`config.mk`:
```
export PLATFORM = sky130hd
export DESIGN_NAME = app_instr_unpacker_flat
export DESIGN_NICKNAME = d
export VERILOG_FILES = /design/src/rtl/app_instr_unpacker_pkg.sv /design/src/rtl/app_instr_unpacker_if.sv /design/src/rtl/app_instr_unpacker_beat_fifo.sv /design/src/rtl/app_instr_unpacker.sv /design/src/flat_wrapper.sv
export SDC_FILE = /design/constraint.sdc
export NUM_CORES = 1
export LEC_CHECK = 0
export CORE_MARGIN = 2
export CORE_UTILIZATION = 45
export CTS_CLUSTER_DIAMETER = 100
export DETAILED_ROUTE_END_ITERATION = 10
export GPL_TIMING_DRIVEN = 0
export PLACE_DENSITY_LB_ADDON = 0.3
export SYNTH_ARGS = -nofsm -noshare
export SYNTH_HDL_FRONTEND = slang
export SYNTH_HIERARCHICAL = 1
export SYNTH_SLANG_ARGS = --single-unit
```
`constraint.sdc`:
```
create_clock -name clk -period 5.6 [get_ports clk]
set_input_delay 0.56 -clock clk [delete_from_list [all_inputs] [get_ports clk]]
set_output_delay 0.56 -clock clk [all_outputs]
set_load 0.02 [all_outputs]
```
`src/rtl/app_instr_unpacker_pkg.sv`:
```
`default_nettype none
// ============================================================================
// Module      : app_instr_unpacker_pkg
// Description : Shared constants, state encodings and the word-select helper
//               for the host-to-receiver instruction unpacker.
// Revision    : 1.0 - initial release
// ============================================================================
package app_instr_unpacker_pkg;

    localparam int c_words_per_beat = 4;
    localparam int c_instr_w        = 32;
    localparam int c_rx_data_w      = c_instr_w * c_words_per_beat;
    localparam int c_nwords_w       = 2;
    localparam int c_stall_w        = 16;

    // Host stall limit: rx_valid held against a full FIFO this long is an error.
    localparam logic [c_stall_w-1:0] c_stall_timeout = 16'hFFFF;

    // Unpack FSM encoding
    localparam logic [0:0] c_st_empty = 1'b0;
    localparam logic [0:0] c_st_send  = 1'b1;

    // Select 32-bit word idx of a beat; word 0 lives in bits [31:0].
    function automatic logic [c_instr_w-1:0] beat_word(
        input logic [c_rx_data_w-1:0] beat,
        input logic [c_nwords_w-1:0]  idx
    );
        return beat[idx*c_instr_w +: c_instr_w];
    endfunction

endpackage
`default_nettype wire

```
`src/rtl/app_instr_unpacker_if.sv`:
```
`default_nettype none
// ============================================================================
// Module      : app_instr_unpacker_if
// Description : Host RX beat channel plus app_en/app_ack word channel.
//               master = host/receiver side, slave = unpacker.
//   rx_valid/rx_ready/rx_data/rx_last/rx_nwords : 128-bit beat handshake
//   app_en/app_ack/app_instr                    : 32-bit word handshake
// Revision    : 1.0 - initial release
// ============================================================================
interface app_instr_unpacker_if;
    import app_instr_unpacker_pkg::*;

    logic                   rx_valid;
    logic                   rx_ready;
    logic [c_rx_data_w-1:0] rx_data;
    logic                   rx_last;
    logic [c_nwords_w-1:0]  rx_nwords;
    logic                   app_en;
    logic                   app_ack;
    logic [c_instr_w-1:0]   app_instr;

    modport master (
        output rx_valid, rx_data, rx_last, rx_nwords, app_ack,
        input  rx_ready, app_en, app_instr
    );

    modport slave (
        input  rx_valid, rx_data, rx_last, rx_nwords, app_ack,
        output rx_ready, app_en, app_instr
    );

endinterface
`default_nettype wire

```
`src/rtl/app_instr_unpacker_beat_fifo.sv`:
```
`default_nettype none
// ============================================================================
// Module      : app_instr_unpacker_beat_fifo
// Description : Synchronous beat FIFO with registered ready (not-full) flag,
//               empty flag, occupancy and head entry taken straight from the
//               storage registers.
//   i_push/i_data : write request (ignored while o_ready is low)
//   i_pop         : release head entry (ignored while empty)
//   o_head        : oldest entry
//   o_count       : occupancy, o_empty : no entries, o_ready : room for a push
// Revision    : 1.0 - initial release
// ============================================================================
module app_instr_unpacker_beat_fifo #(
    parameter int DEPTH = 4,
    parameter int WIDTH = 131
) (
    input  wire logic                     clk,
    input  wire logic                     rst,
    input  wire logic                     i_push,
    input  wire logic [WIDTH-1:0]         i_data,
    input  wire logic                     i_pop,
    output logic      [WIDTH-1:0]         o_head,
    output logic      [$clog2(DEPTH):0]   o_count,
    output logic                          o_empty,
    output logic                          o_ready
);

    localparam int c_ptr_w = $clog2(DEPTH);
    localparam int c_cnt_w = c_ptr_w + 1;

    logic [WIDTH-1:0]   r_mem [DEPTH];
    logic [c_ptr_w-1:0] r_wr_ptr;
    logic [c_ptr_w-1:0] r_rd_ptr;
    logic [c_cnt_w-1:0] r_count;
    logic               r_ready;

    logic               w_push;
    logic               w_pop;
    logic [c_cnt_w-1:0] w_count_nxt;

    // Push is judged against the fullness at the start of the cycle, so a
    // simultaneous push and pop on a full FIFO only pops.
    assign w_push      = i_push & r_ready;
    assign w_pop       = i_pop & (r_count != '0);
    assign w_count_nxt = r_count + c_cnt_w'(w_push) - c_cnt_w'(w_pop);

    always_ff @(posedge clk) begin
        if (w_push) begin
            r_mem[r_wr_ptr] <= i_data;
        end
    end

    always_ff @(posedge clk) begin
        if (rst) begin
            r_wr_ptr <= '0;
            r_rd_ptr <= '0;
            r_count  <= '0;
            r_ready  <= 1'b0;
        end else begin
            if (w_push) begin
                r_wr_ptr <= r_wr_ptr + c_ptr_w'(1);
            end
            if (w_pop) begin
                r_rd_ptr <= r_rd_ptr + c_ptr_w'(1);
            end
            r_count <= w_count_nxt;
            // Ready is precomputed from the next occupancy so it stays a
            // flop output with no path from rx_valid.
            r_ready <= (w_count_nxt != c_cnt_w'(DEPTH));
        end
    end

    assign o_head  = r_mem[r_rd_ptr];
    assign o_count = r_count;
    assign o_empty = (r_count == '0);
    assign o_ready = r_ready;

endmodule
`default_nettype wire

```
`src/rtl/app_instr_unpacker.sv`:
```
`default_nettype none
// ============================================================================
// Module      : app_instr_unpacker
// Description : Buffers 128-bit host beats and serialises them into 32-bit
//               app_instr words (word 0 first), honouring partial last beats.
//   clk, rst      : clock, synchronous active-high reset
//   bus (slave)   : rx beat channel in, app word channel out
//   xfer_done     : pulse after the last word of a transfer is accepted
//   word_count    : words accepted since reset (wraps)
//   xfer_count    : transfers completed since reset (wraps)
//   overflow_err  : sticky host stall timeout
// Revision    : 1.0 - initial release
// ============================================================================
module app_instr_unpacker
    import app_instr_unpacker_pkg::*;
#(
    parameter int FIFO_DEPTH     = 4,
    parameter int WORDS_PER_BEAT = c_words_per_beat   // fixed at 4
) (
    input  wire logic             clk,
    input  wire logic             rst,
    app_instr_unpacker_if.slave   bus,
    output logic                  xfer_done,
    output logic [31:0]           word_count,
    output logic [15:0]           xfer_count,
    output logic                  overflow_err
);

    localparam int c_beat_w  = c_instr_w * WORDS_PER_BEAT;
    localparam int c_entry_w = c_beat_w + 1 + c_nwords_w;
    localparam int c_cnt_w   = $clog2(FIFO_DEPTH) + 1;

    logic [c_entry_w-1:0]  w_push_entry;
    logic [c_entry_w-1:0]  w_head;
    logic [c_cnt_w-1:0]    w_fifo_count;
    logic                  w_fifo_empty;
    logic                  w_fifo_ready;
    logic [c_beat_w-1:0]   w_head_data;
    logic                  w_head_last;
    logic [c_nwords_w-1:0] w_head_nwords;
    logic                  w_ack;
    logic                  w_last_word;
    logic                  w_pop;

    logic [0:0]            r_state;
    logic [c_nwords_w-1:0] r_idx;
    logic                  r_xfer_done;
    logic [31:0]           r_word_count;
    logic [15:0]           r_xfer_count;
    logic [c_stall_w-1:0]  r_stall;
    logic                  r_overflow;

    // Entry layout {data, last, nwords}; non-last beats always carry 4 words.
    assign w_push_entry = {bus.rx_data, bus.rx_last,
                           bus.rx_last ? bus.rx_nwords : c_nwords_w'(3)};

    app_instr_unpacker_beat_fifo #(
        .DEPTH (FIFO_DEPTH),
        .WIDTH (c_entry_w)
    ) u_beat_fifo (
        .clk     (clk),
        .rst     (rst),
        .i_push  (bus.rx_valid),
        .i_data  (w_push_entry),
        .i_pop   (w_pop),
        .o_head  (w_head),
        .o_count (w_fifo_count),
        .o_empty (w_fifo_empty),
        .o_ready (w_fifo_ready)
    );

    assign w_head_data   = w_head[c_entry_w-1 -: c_beat_w];
    assign w_head_last   = w_head[c_nwords_w];
    assign w_head_nwords = w_head[c_nwords_w-1:0];

    assign w_ack       = (r_state == c_st_send) & bus.app_ack;
    assign w_last_word = (r_idx == w_head_nwords);
    assign w_pop       = w_ack & w_last_word;

    // app_en/app_instr come only from the state register, idx and the FIFO
    // head, so a receiver may derive app_ack from app_en without a loop.
    assign bus.rx_ready  = w_fifo_ready;
    assign bus.app_en    = (r_state == c_st_send);
    assign bus.app_instr = (r_state == c_st_send) ? beat_word(w_head_data, r_idx)
                                                  : '0;

    always_ff @(posedge clk) begin
        if (rst) begin
            r_state      <= c_st_empty;
            r_idx        <= '0;
            r_xfer_done  <= 1'b0;
            r_word_count <= '0;
            r_xfer_count <= '0;
            r_stall      <= '0;
            r_overflow   <= 1'b0;
        end else begin
            r_xfer_done <= w_pop & w_head_last;

            if (r_xfer_done) begin
                r_xfer_count <= r_xfer_count + 16'd1;
            end
            if (w_ack) begin
                r_word_count <= r_word_count + 32'd1;
            end

            case (r_state)
                c_st_empty: begin
                    r_idx <= '0;
                    if (!w_fifo_empty) begin
                        r_state <= c_st_send;
                    end
                end
                c_st_send: begin
                    if (w_ack) begin
                        if (w_last_word) begin
                            r_idx <= '0;
                            // Another beat behind the head: continue with no bubble.
                            r_state <= (w_fifo_count > c_cnt_w'(1)) ? c_st_send
                                                                    : c_st_empty;
                        end else begin
                            r_idx <= r_idx + c_nwords_w'(1);
                        end
                    end
                end
                default: begin
                    r_state <= c_st_empty;
                    r_idx   <= '0;
                end
            endcase

            // Stall counter saturates at the timeout; the error is flagged
            // once the counter sits at the timeout value.
            if (bus.rx_valid & ~w_fifo_ready) begin
                if (r_stall != c_stall_timeout) begin
                    r_stall <= r_stall + c_stall_w'(1);
                end
            end else begin
                r_stall <= '0;
            end
            if (r_stall == c_stall_timeout) begin
                r_overflow <= 1'b1;
            end
        end
    end

    assign xfer_done    = r_xfer_done;
    assign word_count   = r_word_count;
    assign xfer_count   = r_xfer_count;
    assign overflow_err = r_overflow;

endmodule
`default_nettype wire

```
`src/flat_wrapper.sv`:
```
// flat-port wrapper written by rule: the top's interface ports become plain ports
module app_instr_unpacker_flat import app_instr_unpacker_pkg::*;
#(
    parameter int FIFO_DEPTH     = 4,
    parameter int WORDS_PER_BEAT = c_words_per_beat                
)
  (clk, rst, xfer_done, word_count, xfer_count, overflow_err, bus_rx_valid, bus_rx_data, bus_rx_last, bus_rx_nwords, bus_app_ack, bus_rx_ready, bus_app_en, bus_app_instr);
  app_instr_unpacker_if bus_i ();
  input  wire logic clk;
  input  wire logic rst;
  output logic xfer_done;
  output logic [31:0] word_count;
  output logic [15:0] xfer_count;
  output logic overflow_err;
  input wire logic [$bits(bus_i.rx_valid)-1:0] bus_rx_valid;
  input wire logic [$bits(bus_i.rx_data)-1:0] bus_rx_data;
  input wire logic [$bits(bus_i.rx_last)-1:0] bus_rx_last;
  input wire logic [$bits(bus_i.rx_nwords)-1:0] bus_rx_nwords;
  input wire logic [$bits(bus_i.app_ack)-1:0] bus_app_ack;
  output wire logic [$bits(bus_i.rx_ready)-1:0] bus_rx_ready;
  output wire logic [$bits(bus_i.app_en)-1:0] bus_app_en;
  output wire logic [$bits(bus_i.app_instr)-1:0] bus_app_instr;
  assign bus_i.rx_valid = bus_rx_valid;
  assign bus_i.rx_data = bus_rx_data;
  assign bus_i.rx_last = bus_rx_last;
  assign bus_i.rx_nwords = bus_rx_nwords;
  assign bus_i.app_ack = bus_app_ack;
  assign bus_rx_ready = bus_i.rx_ready;
  assign bus_app_en = bus_i.app_en;
  assign bus_app_instr = bus_i.app_instr;
  app_instr_unpacker #(.FIFO_DEPTH(FIFO_DEPTH), .WORDS_PER_BEAT(WORDS_PER_BEAT)) u_core (.clk(clk), .rst(rst), .bus(bus_i), .xfer_done(xfer_done), .word_count(word_count), .xfer_count(xfer_count), .overflow_err(overflow_err));
endmodule
```
# After elaboration in Yosys (flattened, before gate mapping)
# Memories as Yosys holds them, arrays and structs flattened. A register that Yosys moved wholly into a read port is not among the register bits.
# Cells that the tools add are included.
[word_totals]
reg_bits = 77
ramBits = 524
elab_cells = 53
n_memories = 1
[op_classes]
addsub = 8
magnitude_cmp = 1
n_eq_ne = 5
shift = 1
n_mux = 14
bitwise = 9
n_reduce_logical = 3
[mem_list]
columns = ["name", "words", "word_bits", "read_ports", "rd_ports_with_merged_regs", "wr", "line_no", "source"]
rows = [
  ["u_core.u_beat_fifo.r_mem", 4, 131, 1, 1, 1, "app_instr_unpacker_beat_fifo.sv:31", "logic [WIDTH-1:0] r_mem [DEPTH];"],
]
[op_table]
columns = ["cell", "count"]
rows = [
  ["128-bit by 8-bit indexed part select with 32-bit output", 1],
  ["16-bit by 1-bit adder with 16-bit output (second input constant)", 2],
  ["32-bit by 1-bit adder with 32-bit output (second input constant)", 1],
  ["32-bit two-way mux", 1],
  ["16-bit == test (second input constant)", 1],
  ["16-bit != test (second input constant)", 1],
  ["2-bit two-way mux", 5],
  ["2-bit by 1-bit adder with 2-bit output (second input constant)", 3],
  ["1-bit AND", 6],
  ["1-bit two-way mux", 6],
  ["2-bit case mux with 2 select lines", 1],
  ["3-bit by 1-bit adder with 3-bit output", 1],
  ["3-bit by 1-bit > comparator with 1-bit output (second input constant)", 1],
  ["3-bit zero test", 1],
  ["3-bit != test (second input constant)", 1],
  ["1-bit NOT", 3],
  ["3-bit nonzero test", 1],
  ["3-bit by 1-bit subtractor with 3-bit output", 1],
  ["2-bit == test", 1],
  ["2-bit by 1-bit != test with 1-bit output (second input constant)", 1],
  ["1-bit case mux with 2 select lines", 1],
  ["2-bit OR reduction", 1],
]

# Depth between registers and ports, before layout
[logic_depth]
depth_word = 5
ltp_mapped = 13
depth_no_buf = 11

# Modules after synthesis
# Netlist, hierarchy kept.
[modules_own_cells]
columns = ["module", "instances", "cells_per_inst", "area_each_um2", "seq_area_each_um2"]
rows = [
  ["app_instr_unpacker_beat_fifo", 1, 736, 19468.7, 15935.3],
  ["app_instr_unpacker", 1, 455, 4220.3, 1381.3],
]

# Worst setup path after synthesis
# No wires, ideal clock.
[synth_timing]
kind = "input to register"
from = "in bus_rx_valid"
to = "mem u_core.u_beat_fifo.r_mem[0][0], enable pin"
arrival_ns = 3.889
required_time_ns = 5.094
slack_ns = 1.204
path_stages = 2
path_buffers = 1
path_cell_list = "clkbuf_1 > and3_1"
[synth_between]
elab_chain_len = 3
[synth_rtl]
columns = ["item", "line_no", "source"]
rows = [
  ["start: declaration", "flat_wrapper.sv:15", "input wire logic [$bits(bus_i.rx_valid)-1:0] bus_rx_valid;"],
  ["1-bit AND", "app_instr_unpacker_beat_fifo.sv:43", "assign w_push = i_push & r_ready;"],
  ["1-bit two-way mux", "app_instr_unpacker_beat_fifo.sv:48", "if (w_push) begin"],
  ["1-bit two-way mux (implied by the code)", "app_instr_unpacker_beat_fifo.sv:49", "r_mem[r_wr_ptr] <= i_data;"],
  ["end: declaration", "app_instr_unpacker_beat_fifo.sv:31", ""],
]
# No other way between the ends.

==> impl_metrics.env <==
export IMPL_synth_edff_count=524
export IMPL_hold_path_class="in2reg"
export IMPL_io_buffers=217
export IMPL_cts_buffer_depth=3
export IMPL_ir_drop_uv=270
export IMPL_syn_inst=1191
export IMPL_slew_headroom=0.342
export IMPL_grt_usage=0.186
export IMPL_rows=84
export IMPL_synth_top_flop_cell="edfxtp_1"
export IMPL_nets=1625
export IMPL_met1_usage=0.253
export IMPL_vias=12300
export IMPL_synth_avg_cell_area_sq_um=19.9
export IMPL_syn_cell_area_sq_um=23700
export IMPL_p_per_area_nw_per_um2=332
export IMPL_fill_cells=4094
export IMPL_leakage_nw=8.91
export IMPL_busiest_layer="met2"
export IMPL_status="complete, no violations"
export IMPL_routedWlPerCell_microns=22.7
export IMPL_drive_above_1_share=0.210
export IMPL_cts_sinks=603
export IMPL_dieArea_sq_um=54500
export IMPL_die_h_microns=233
export IMPL_grt_pass1_wl_microns=75300
export IMPL_coreArea_sq_um=52300
export IMPL_cts_setup_buffers=0
export IMPL_maxCapViolations=0
export IMPL_critical_path_required_ns=5.04
export IMPL_synth_nets=1336
export IMPL_gp_congestion=0.843
export IMPL_min_period_over_period=0.709
export IMPL_post_cts_resize_count=0
export IMPL_ys_ff_latch=603
export IMPL_cts_clk_slew_worst_paths_ns=0.06
export IMPL_grt_overflow=0
export IMPL_crit_arrival_ns=3.41
export IMPL_clkLatencyLatePin_ns=0.61
export IMPL_grt_start_max_net_pins=54
export IMPL_hold_ws_ns=0.264
export IMPL_cp_max_fo=10
export IMPL_cp_slowest_cell="clkdlybuf4s50_1"
export IMPL_hpwl_microns=32000
export IMPL_via_per_inst=5.56
export IMPL_hold_violations=0
export IMPL_crit_chain="clkbuf_1 > buf_2 > buf_2 > mux4_2 > mux4_2 > and2_1 > clkdlybuf4s50_1"
export IMPL_fmax_ghz=0.252
export IMPL_root_buffer="clkbuf_16"
export IMPL_hp_start="bus_app_ack"
export IMPL_slew_viol_final=0
export IMPL_ios=219
export IMPL_htreeDepth=2
export IMPL_async_reset_ff_frac=0
export IMPL_drcViolationCount=0
export IMPL_fin_skew_ns=0.0154
export IMPL_met2_usage=0.304
export IMPL_grt_pass1_vias=12500
export IMPL_yosysUniqueCellTypes=54
export IMPL_firstDrtPassIters=5
export IMPL_rsz0062_at_grt="no"
export IMPL_cts_buffers=61
export IMPL_drt_iter0_drc=938
export IMPL_cts_hold_buf=0
export IMPL_synth_seq_area_share=0.731
export IMPL_yosysWarningCount=6
export IMPL_drt_total_wl_microns=50300
export IMPL_critPathKind="reg2out"
export IMPL_cts_tree="yes"
export IMPL_finalPower_mw=9.57
export IMPL_cpPeakStageDelay_ns=0.58
export IMPL_syn2layout_area_growth_pct=21.9
export IMPL_start_util=0.453
export IMPL_drt_antenna_violating_nets=0
export IMPL_worstMarginPinSlew_ns=0.987
export IMPL_antenna_found_initial=15
export IMPL_finalSetupViolations=0
export IMPL_die_x_microns=233
export IMPL_cp_start_kind="register"
export IMPL_grt_util_met3=0.0491
export IMPL_critPathCaptureType="primary output"
export IMPL_fin_crit_ns=3.97
export IMPL_fin_setup_tns_ns=0
cell usage after synthesis (9+ instances only):
| cell type | instances | area (sq um) |
|---|---|---|
| edfxtp_1 | 524 | 15700 |
| mux4_2 | 163 | 3670 |
| dfxtp_1 | 79 | 1580 |
| nor2_1 | 43 | 161 |
| and2_1 | 32 | 200 |
| a21oi_1 | 28 | 140 |
| nand2_1 | 25 | 93.8 |
| buf_2 | 22 | 110 |
| nand3_1 | 22 | 110 |
| inv_1 | 20 | 75.1 |
| nor3_1 | 18 | 90.1 |
| clkbuf_1 | 17 | 63.8 |
| xnor2_1 | 17 | 149 |
| o21ai_0 | 16 | 80.1 |
| nand4_1 | 13 | 81.3 |
| or4_1 | 13 | 97.6 |
| buf_8 | 10 | 150 |
| nor4_1 | 10 | 62.6 |
| or3_1 | 10 | 62.6 |
| and3_1 | 9 | 56.3 |
| ha_1 | 9 | 113 |
| o31ai_1 | 9 | 67.6 |
| xor2_1 | 9 | 78.8 |
per-stage QoR:
stage / std cells / util / worst slack [ns] / instance area (sq um)
final: 2220 / 0.552 / 1.63 / 28900
after floorplan: 1191 / - / 1.20 / 23700
after global routing: 2220 / 0.552 / 1.36 / 28900
after detailed placement: 2105 / 0.516 / 2.07 / 27000
after global placement: 2096 / 0.511 / -2.08 / 26700
after CTS: 2219 / 0.552 / 1.49 / 28900
worst paths after layout:
path | endpoint | slack, ns | cells after the start
setup / recovery | bus_app_instr[29] | 1.63 | 7
hold / removal | u_core/word_count[1] | 0.26 | 3
setup reg to reg | u_core/u_beat_fifo/o_ready | 2.10 | 13
hold reg to reg | u_core/overflow_err | 0.50 | 2
state kept, by name (all words and copies together), names as in the netlist, 2 cells and up, named ones only:
register and flops:
u_core/u_beat_fifo/r_mem 524, u_core/word_count 32, u_core/r_stall 16, u_core/xfer_count 16, u_core/u_beat_fifo/o_count 3, u_core/r_idx 2
u_core/u_beat_fifo/r_rd_ptr 2, u_core/u_beat_fifo/r_wr_ptr 2
critical path: cells and delay by family (launching register included):
kind | cells | cell delay, ns
buf+inv | 4 | 1.47
simple gates | 1 | 0.19
flops | 1 | 0.31
mux | 2 | 0.82
area by class of cell:
cell class                      instances  area, sq um  area share
Clock inverter                         34          279     0.00966
Sequential cell                       603        17300       0.600
Buffer                                 61          434      0.0150
Tap cell                              688          861      0.0298
Multi-Input combinational cell        507         5880       0.204
Antenna cell                            1         2.50   0.0000867
Inverter                               20         75.1     0.00260
Timing Repair Buffer                  226         2410      0.0836
Clock buffer                           80         1610      0.0557
layout by cell type (no fill, tap or decap), drive strengths merged, types with 14 or more instances in the layout:
master,instances
edfxtp,524
clkdlybuf4s50,217
mux4,163
clkbuf,101
dfxtp,79
buf,49
nor2,43
and2,32
a21oi,28
clkinv,26
nand2,25
nand3,22
inv,21
nor3,18
xnor2,17
o21ai,16
nand4,14
logic make-up after synthesis:
kind of cell	share of synthesized area
DFF	0.731
and+or+nand+nor	0.0510
buffers and inverters	0.0215
AOI/OAI and AO/OA	0.0207
muxes	0.160
adders and majority gates	0.00560
xor gates and xnor gates	0.0106
metal layers:
| metal | share of wire | wire length (microns) |
|---|---|---|
| met1 | 0.42 | 21300 |
| met2 | 0.49 | 24800 |
| met3 | 0.065 | 3280 |
| met4 | 0.014 | 722 |
| met5 | 0.0034 | 172 |
report_power, final:
group | leakage, nW | switching, mW | internal, mW | total (mW)
registers | 5.39 | 0.0390 | 5.03 | 5.07
logic | 2.61 | 0.351 | 0.340 | 0.691
clock network | 0.910 | 1.65 | 2.16 | 3.81
Power figures use the tool's default switching activity.
